==> src/rtl/regfile_access_ctrl.sv <==
// Client-side access controller for a 1W/2R register-file RAM: buffers writebacks in a
// 2-entry FIFO, schedules one RAM operation per cycle and forwards buffered data to reads.
module regfile_access_ctrl #(
    parameter int DW = 32,
    parameter int AW = 8
) (
    input  logic          clk,
    input  logic          rst_n,
    input  logic          rd_req,
    input  logic [AW-1:0] rd_src_a,
    input  logic [AW-1:0] rd_src_b,
    output logic          rd_ready,
    output logic          rd_valid,
    output logic [DW-1:0] rd_op_a,
    output logic [DW-1:0] rd_op_b,
    input  logic          wb_req,
    input  logic [AW-1:0] wb_addr,
    input  logic [DW-1:0] wb_data,
    output logic          wb_ready,
    output logic [AW-1:0] rf_addr_a,
    output logic [AW-1:0] rf_addr_b,
    output logic [AW-1:0] rf_addr_d,
    output logic [DW-1:0] rf_data_in,
    output logic          rf_we,
    input  logic [DW-1:0] rf_q_a,
    input  logic [DW-1:0] rf_q_b
);

    // Entry 0 is always the head (oldest); draining shifts entry 1 down.
    logic [AW-1:0] fifo_addr_reg [2];
    logic [DW-1:0] fifo_data_reg [2];
    logic [1:0]    count_reg;
    logic          rd_valid_reg;

    logic          drain;
    logic          issue;
    logic          accept;
    logic          wr_sel;
    logic [AW-1:0] src [2];
    logic [DW-1:0] rf_q [2];
    logic [DW-1:0] rd_op [2];

    always_comb begin
        wb_ready   = (count_reg != 2'd2);
        accept     = wb_req && wb_ready;
        rd_ready   = rd_req && (count_reg != 2'd2);
        issue      = rd_ready;
        drain      = (count_reg == 2'd2) || ((count_reg != 2'd0) && !rd_req);
        rf_we      = drain;
        rf_addr_a  = rd_src_a;
        rf_addr_b  = rd_src_b;
        rf_addr_d  = (count_reg != 2'd0) ? fifo_addr_reg[0] : '0;
        rf_data_in = (count_reg != 2'd0) ? fifo_data_reg[0] : '0;
        // Slot for a new entry once this cycle's pop (if any) has been applied.
        wr_sel     = count_reg[0] & ~drain;
    end

    always_ff @(posedge clk or negedge rst_n) begin
        if (!rst_n) begin
            for (int i = 0; i < 2; i++) begin
                fifo_addr_reg[i] <= '0;
                fifo_data_reg[i] <= '0;
            end
            count_reg    <= 2'd0;
            rd_valid_reg <= 1'b0;
        end else begin
            if (drain) begin
                fifo_addr_reg[0] <= fifo_addr_reg[1];
                fifo_data_reg[0] <= fifo_data_reg[1];
            end
            if (accept) begin
                fifo_addr_reg[wr_sel] <= wb_addr;
                fifo_data_reg[wr_sel] <= wb_data;
            end
            count_reg    <= count_reg + 2'(accept) - 2'(drain);
            rd_valid_reg <= issue;
        end
    end

    assign src[0]   = rd_src_a;
    assign src[1]   = rd_src_b;
    assign rf_q[0]  = rf_q_a;
    assign rf_q[1]  = rf_q_b;
    assign rd_valid = rd_valid_reg;
    assign rd_op_a  = rd_op[0];
    assign rd_op_b  = rd_op[1];

    genvar gi;
    generate
        for (gi = 0; gi < 2; gi++) begin : g_fwd
            logic          hit;
            logic [DW-1:0] data;
            logic          hit_reg;
            logic [DW-1:0] data_reg;

            // Candidates checked oldest to youngest so the youngest match wins.
            always_comb begin
                hit  = 1'b0;
                data = '0;
                if ((count_reg != 2'd0) && (fifo_addr_reg[0] == src[gi])) begin
                    hit  = 1'b1;
                    data = fifo_data_reg[0];
                end
                if ((count_reg == 2'd2) && (fifo_addr_reg[1] == src[gi])) begin
                    hit  = 1'b1;
                    data = fifo_data_reg[1];
                end
                if (accept && (wb_addr == src[gi])) begin
                    hit  = 1'b1;
                    data = wb_data;
                end
            end

            always_ff @(posedge clk or negedge rst_n) begin
                if (!rst_n) begin
                    hit_reg  <= 1'b0;
                    data_reg <= '0;
                end else if (issue) begin
                    hit_reg  <= hit;
                    data_reg <= data;
                end
            end

            assign rd_op[gi] = !rd_valid_reg ? '0 : (hit_reg ? data_reg : rf_q[gi]);
        end
    endgenerate

endmodule
==> config.mk <==
export PLATFORM = sky130hd
export DESIGN_NAME = regfile_access_ctrl
export DESIGN_NICKNAME = d
export VERILOG_FILES = /design/src/rtl/regfile_access_ctrl.sv
export SDC_FILE = /design/constraint.sdc
export NUM_CORES = 1
export LEC_CHECK = 0
export ABC_AREA = 1
export BUFFER_PORTS_ARGS = -buffer_cell sky130_fd_sc_hd__buf_2
export CELL_PAD_IN_SITES_DETAIL_PLACEMENT = 1
export CELL_PAD_IN_SITES_GLOBAL_PLACEMENT = 2
export CORE_MARGIN = 4
export CORE_UTILIZATION = 31
export DETAILED_ROUTE_END_ITERATION = 12
export GPL_ROUTABILITY_DRIVEN = 0
export GPL_TIMING_DRIVEN = 0
export PLACE_DENSITY_LB_ADDON = 0.1
export SLEW_MARGIN = 20
export SYNTH_ARGS = -nofsm -noshare
export SYNTH_HDL_FRONTEND = slang
export SYNTH_SLANG_ARGS = --single-unit
export TNS_END_PERCENT = 50
==> constraint.sdc <==
create_clock -name clk -period 4.5 [get_ports clk]
set_input_delay 0 -clock clk [delete_from_list [all_inputs] [get_ports clk]]
set_output_delay 0 -clock clk [all_outputs]
set_load 0.005 [all_outputs]
Word level (Yosys, flattened, before mapping)
Cells that the tools add are included.
- eq/ne operators: 8
- shifts and indexed selects: 0
- reduce and logical (&&, ||, !) cells: 13
- div/mod/pow operators: 0
- $lt $le $gt $ge: 2
- mux-type cells: 28
- bitwise operators: 3
- multipliers: 0
- add/subtract/negate cells: 2
- operators by type and width (cell ; number):
    two-way mux 32 bit ; 13
    bitwise mux 64 bit ; 1
    two-way mux 64 bit ; 1
    equality test 8 bit ; 6
    demux 32 bit (select 1 bit) ; 1
    two-way mux 8 bit ; 3
    bitwise mux 16 bit ; 1
    two-way mux 16 bit ; 1
    logical AND 1 bit ; 10
    demux 8 bit (select 1 bit) ; 1
    two-way mux 1 bit ; 6
    adder 2 x 1 -> 2 bit ; 1
    equality test 2 bit, second input constant ; 1
    greater-or-equal comparator 2 bit, second input constant ; 1
    < comparator 2 x 1 -> 1 bit, second input constant ; 1
    != test 2 bit, second input constant ; 1
    inverter 1 -> 2 bit ; 1
    nonzero test 2 bit ; 1
    subtractor 2 x 1 -> 2 bit ; 1
    bitwise AND 1 bit ; 1
    zero test 1 bit ; 1
    logical OR 1 bit ; 1
    inverter 1 bit ; 1
- register bits: 149
- output and inout bits: 124
- bits in read-only memories: 0
- memory bits (writable): 0
- memories kept: 0
- word-level logic and storage cells: 66
- latch bits: 0
- input port bits: 124

Depth between registers and ports, before layout
- depth after elaboration: 12
- depth in mapped cells: 14
- depth with buffers taken out: 13

Worst setup path before layout
No wires, ideal clock.
- path kind: register to register
- start: register count_reg[0]
- end: register count_reg[1]
- arrival time: 1.833 ns
- setup time: 0.129 ns
- buffers on the path: 1
- stages on the path, launching flop included: 9
- data required time: 4.371 ns
- path slack: 2.538 ns
- path through: dfrtp_1 > nor2_1 > nor2_1 > clkbuf_1 > ha_1 > inv_1 > ha_1 > xnor2_1 > xor2_1
- word-level cells in the longest chain between the ends: 4
- elaborated cells on any way between the ends: 8
- ends and longest elaborated chain (element ; RTL line ; text):
    start: declaration ; 32 ; logic [1:0] count_reg;
    start signal: assignment ; 75 ; count_reg <= count_reg + 2'(accept) - 2'(drain);
    nonzero test 2 bit ; 48 ; drain = (count_reg == 2'd2) || ((count_reg != 2'd0) && !rd_req);
    logical AND 1 bit ; 48 ;
    logical OR 1 bit (*) ; 48 ;
    net rf_we ; 24 ; output logic rf_we,
    subtractor 2 x 1 -> 2 bit (*) ; 75 ;
Mark *: on every way through the listed nets, which the timed path passes. The rest lies on a longest branch.
A chain may end at the register's enable or synchronous reset.

Worst setup path after layout
- start: register count_reg[0]
- end: register count_reg[1]
- word-level cells in the longest chain between the ends: 4
- elaborated cells on any way between the ends: 8
- ends and longest elaborated chain (element ; RTL line):
    != test 2 bit / nonzero test 2 bit (equally long branches) ; 44, 48
    logical AND 1 bit (on tied branches) ; 45, 48
    adder 2 x 1 -> 2 bit / logical OR 1 bit (equally long branches) ; 75, 48
    subtractor 2 x 1 -> 2 bit (*) ; 75
Every way passes the cells marked *; elsewhere a longest branch is shown, timed or not.

==> results.py <==
metrics = {
    "run_status": {
        "status": "finished clean",
    },
    "synth": {
        "synthCells": 1693,
        "yosysWarnings": 0,
        "avgSynthCellArea_sq_um": 6.19,
        "syn-num-nets": 1819,
        "synthDistinctLibCells": 31,
        "post_synth_instance_area_sq_um": 10500,
        "yosysSeqAreaShare": 0.356,
        "synth_seq_cells": 149,
    },
    "global_routing": {
        "track_usage": 0.264,
        "use_met3": 0.0433,
        "top_usage_layer": "met2",
        "grt_first_pass_wirelength_microns": 74300,
        "antenna_found_initial": 0,
        "use_met1": 0.373,
        "grt-ovfl-total": 0,
        "grt_pass1_vias": 12480,
        "grt_max_degree": 59,
        "grt_use_met2": 0.425,
    },
    "die": {
        "fp.dieArea_sq_um": 36800,
        "die_x_microns": 192,
        "start_util": 0.313,
        "rows": 67,
        "pin_count": 248,
        "die_y_microns": 192,
        "core-area_sq_um": 33400,
    },
    "placed_design": {
        "post_dp_cell_area_sq_um": 12300,
        "dp.cells": 2390,
        "place_hpwl_microns": 37500,
        "io_buffers": 247,
        "pre_cts_ws_ns": 1.54,
    },
    "clock_tree": {
        "cts_max_level": 4,
        "cts.sinks": 149,
        "cts_made_buffers": 17,
        "cts_root_buffer": "clkbuf_16",
        "clkLatencyLatePin_ns": 0.45,
        "clk_path_buf_depth": 2,
        "cts_resized": 0,
        "path_clk_slew_ns": 0.08,
        "post_cts.repair.setup_buffers": 0,
        "postCtsHoldBufs": 42,
        "cts_tree": "done",
    },
    "sta": {
        "relSlewSlack": 0.286,
        "period_needed_ns": 2.95,
        "hold_viol": 0,
        "finalSetupTns_ns": 0,
        "min_period_over_period": 0.657,
        "timing.hold.ws_ns": 0.0212,
        "rsz0062_at_grt": "false",
        "tightestPinTransition_ns": 1.06,
        "finalSetupViolations": 0,
        "skew_ns": 0.0206,
        "fmax_mhz": 338,
        "finalWorstSetupSlack_ns": 1.55,
        "slew_viol_final": 0,
    },
    "detailed_routing": {
        "vias": 12255,
        "avgRoutedWirePerCell_microns": 19.7,
        "routed_wl_microns": 48500,
        "drt_iter0_markers": 960,
        "ant_nets": 0,
        "route.detailed.drc": 0,
        "via_per_inst": 4.98,
        "dr.pass1.iters": 5,
    },
    "worst_setup_path": {
        "critPathSlowestCell": "nor2_1",
        "critPathLaunchType": "flop",
        "cp_max_fo": 11,
        "endpoint_kind": "flop",
        "max_stage_delay_ns": 0.73,
        "setup.worst_path.start": "count_reg[0]$_DFF_PN0_",
        "cp.required_ns": 4.87,
        "critical_path_class": "flop to flop",
        "path_cells": "nor2_1, nor2_1, clkbuf_1, ha_1, inv_1, ha_1, xnor2_1, xor2_1",
        "crit_arrival_ns": 3.33,
        "r2r_slack_ns": 1.55,
        "reg2reg_from": "count_reg[0]$_DFF_PN0_",
    },
    "final_layout": {
        "nets": 2129,
        "diodes": 0,
        "postLayoutCoreUtil": 0.399,
        "drive_above_1_share": 0.171,
        "finalInstanceArea_sq_um": 13400,
        "final_cells": 2463,
        "syn_to_final_growth_pct": 27.3,
    },
    "pwr": {
        "fin_total_pwr_mw": 7.47,
        "pwr-share-seq": 0.287,
        "cellLeakagePower_nw": 7.61,
        "power_frac_comb": 0.515,
        "ir_worst_vdd_uv": 282,
        "p_int_mw": 3.85,
        "p_clk_frac": 0.198,
        "switchingPower_mw": 3.62,
        "swShare": 0.485,
        "p_per_area_nw_per_um2": 560,
    },
    "hold_path": {
        "hold_class": "input port to asynchronous set/reset pin",
    },
    "flow_run": {
        "max_cap_violations": 0,
    },
}
==> worst max-delay path, delay by kind of cell, from the launching register on <==
| family | cells | cell delay [ns] |
|---|---|---|
| xor+xnor | 2 | 0.32 |
| fa+ha+maj | 2 | 0.60 |
| buf+inv | 2 | 0.47 |
| flops | 1 | 0.46 |
| simple gates | 2 | 1.03 |
==> path summary, 6_finish.rpt <==
kind | end | cells after the start
worst min-delay path | fifo_addr_reg[10]$_DFF_PN0_ | 2
min in group clk | fifo_addr_reg[14]$_DFF_PN0_ | 4
worst min register to register | g_fwd[0].data_reg[4]$_DFFE_PN0P_ | 2
max in group asynchronous | g_fwd[0].data_reg[23]$_DFFE_PN0P_ | 4
worst max register to register | count_reg[1]$_DFF_PN0_ | 8
worst max-delay path | count_reg[1]$_DFF_PN0_ | 8
==> cells in the mapped netlist <==
| cell | count | area [sq um] |
|---|---|---|
| xnor2_1 | 12 | 105 |
| nand3b_1 | 3 | 22.5 |
| xor2_1 | 2 | 17.5 |
| o21bai_1 | 10 | 75.1 |
| nor2_2 | 3 | 18.8 |
| o21ai_0 | 144 | 721 |
| nor3_4 | 1 | 16.3 |
| a21oi_1 | 7 | 35.0 |
| nand2_1 | 543 | 2040 |
| buf_2 | 33 | 165 |
| nor3_1 | 2 | 10.0 |
| buf_4 | 17 | 128 |
| nor3b_2 | 1 | 12.5 |
| a31oi_1 | 2 | 12.5 |
| nand2_2 | 2 | 12.5 |
| ha_1 | 2 | 25.0 |
| clkbuf_1 | 65 | 244 |
| nand3_1 | 217 | 1090 |
| or2_2 | 1 | 6.26 |
| nor2_4 | 1 | 11.3 |
| inv_1 | 189 | 709 |
| nor2_1 | 214 | 803 |
| o211ai_1 | 40 | 300 |
| nand3_2 | 1 | 10.0 |
| and2_1 | 3 | 18.8 |
| buf_1 | 2 | 7.51 |
| o21ai_1 | 9 | 45.0 |
| nand4_1 | 12 | 75.1 |
| dfrtp_1 | 149 | 3730 |
| o22ai_1 | 1 | 6.26 |
| inv_2 | 5 | 18.8 |
==> power by group through the flow <==
stage | Clock (mW) | Combinational (mW) | Sequential [mW]
finish | 1.48 | 3.85 | 2.15
global route | 1.57 | 4.31 | 2.20
global placement | 0 | 3.73 | 2.15
detailed placement | 0 | 3.80 | 2.16
floorplan | 0 | 2.27 | 2.04
CTS | 1.50 | 3.85 | 2.14
==> metal layers <==
metal	routed length [microns]	part of all wire
met2	21800	0.45
met4	759	0.016
met1	22700	0.47
met3	3250	0.067
met5	0	0
==> layout by cell type, fill, tap and decap left out, types with 2 or more instances in the layout <==
cell type      netlist  final
bufinv_16            0      2
nor3_1               2      2
clkinv_4             0      3
clkbuf_8             0      2
xnor2_1             12     12
nand2_1            543    543
a21oi_1              7      7
and2_1               3      3
buf_1                2      2
clkbuf_16            0     17
inv_1              189    189
nor2_1             214    214
nand2_2              2      2
clkinv_2             0      3
nor2_2               3      3
clkbuf_1            65     65
buf_4               17     17
nand4_1             12     12
o211ai_1            40     40
a31oi_1              2      2
dlygate4sd3_1        0     42
dfrtp_1            149    149
ha_1                 2      2
o21bai_1            10     10
buf_16               0      2
o21ai_1              9      9
clkinvlp_4           0      4
xor2_1               2      2
o21ai_0            144    144
buf_2               33    279
nand3b_1             3      3
inv_2                5      5
nand3_1            217    217
==> layout make-up <==
class,instances,area [sq um]
multi-input combinational,1233,5480
sequential,149,3730
clock buffer,19,453
timing repair buffer,291,1720
buffer,117,544
tap,448,561
fill,4508,20100
inverter,194,728
clock inverter,12,131
==> cell families after synthesis <==
group | count (synthesis) | synth area share
fa+ha+maj | 2 | 0.00239
buf+inv | 311 | 0.121
simple gates | 1004 | 0.395
flops | 149 | 0.356
compound gates | 213 | 0.114
xor+xnor | 14 | 0.0117
No activity file was read; power rests on OpenSTA's default activity.
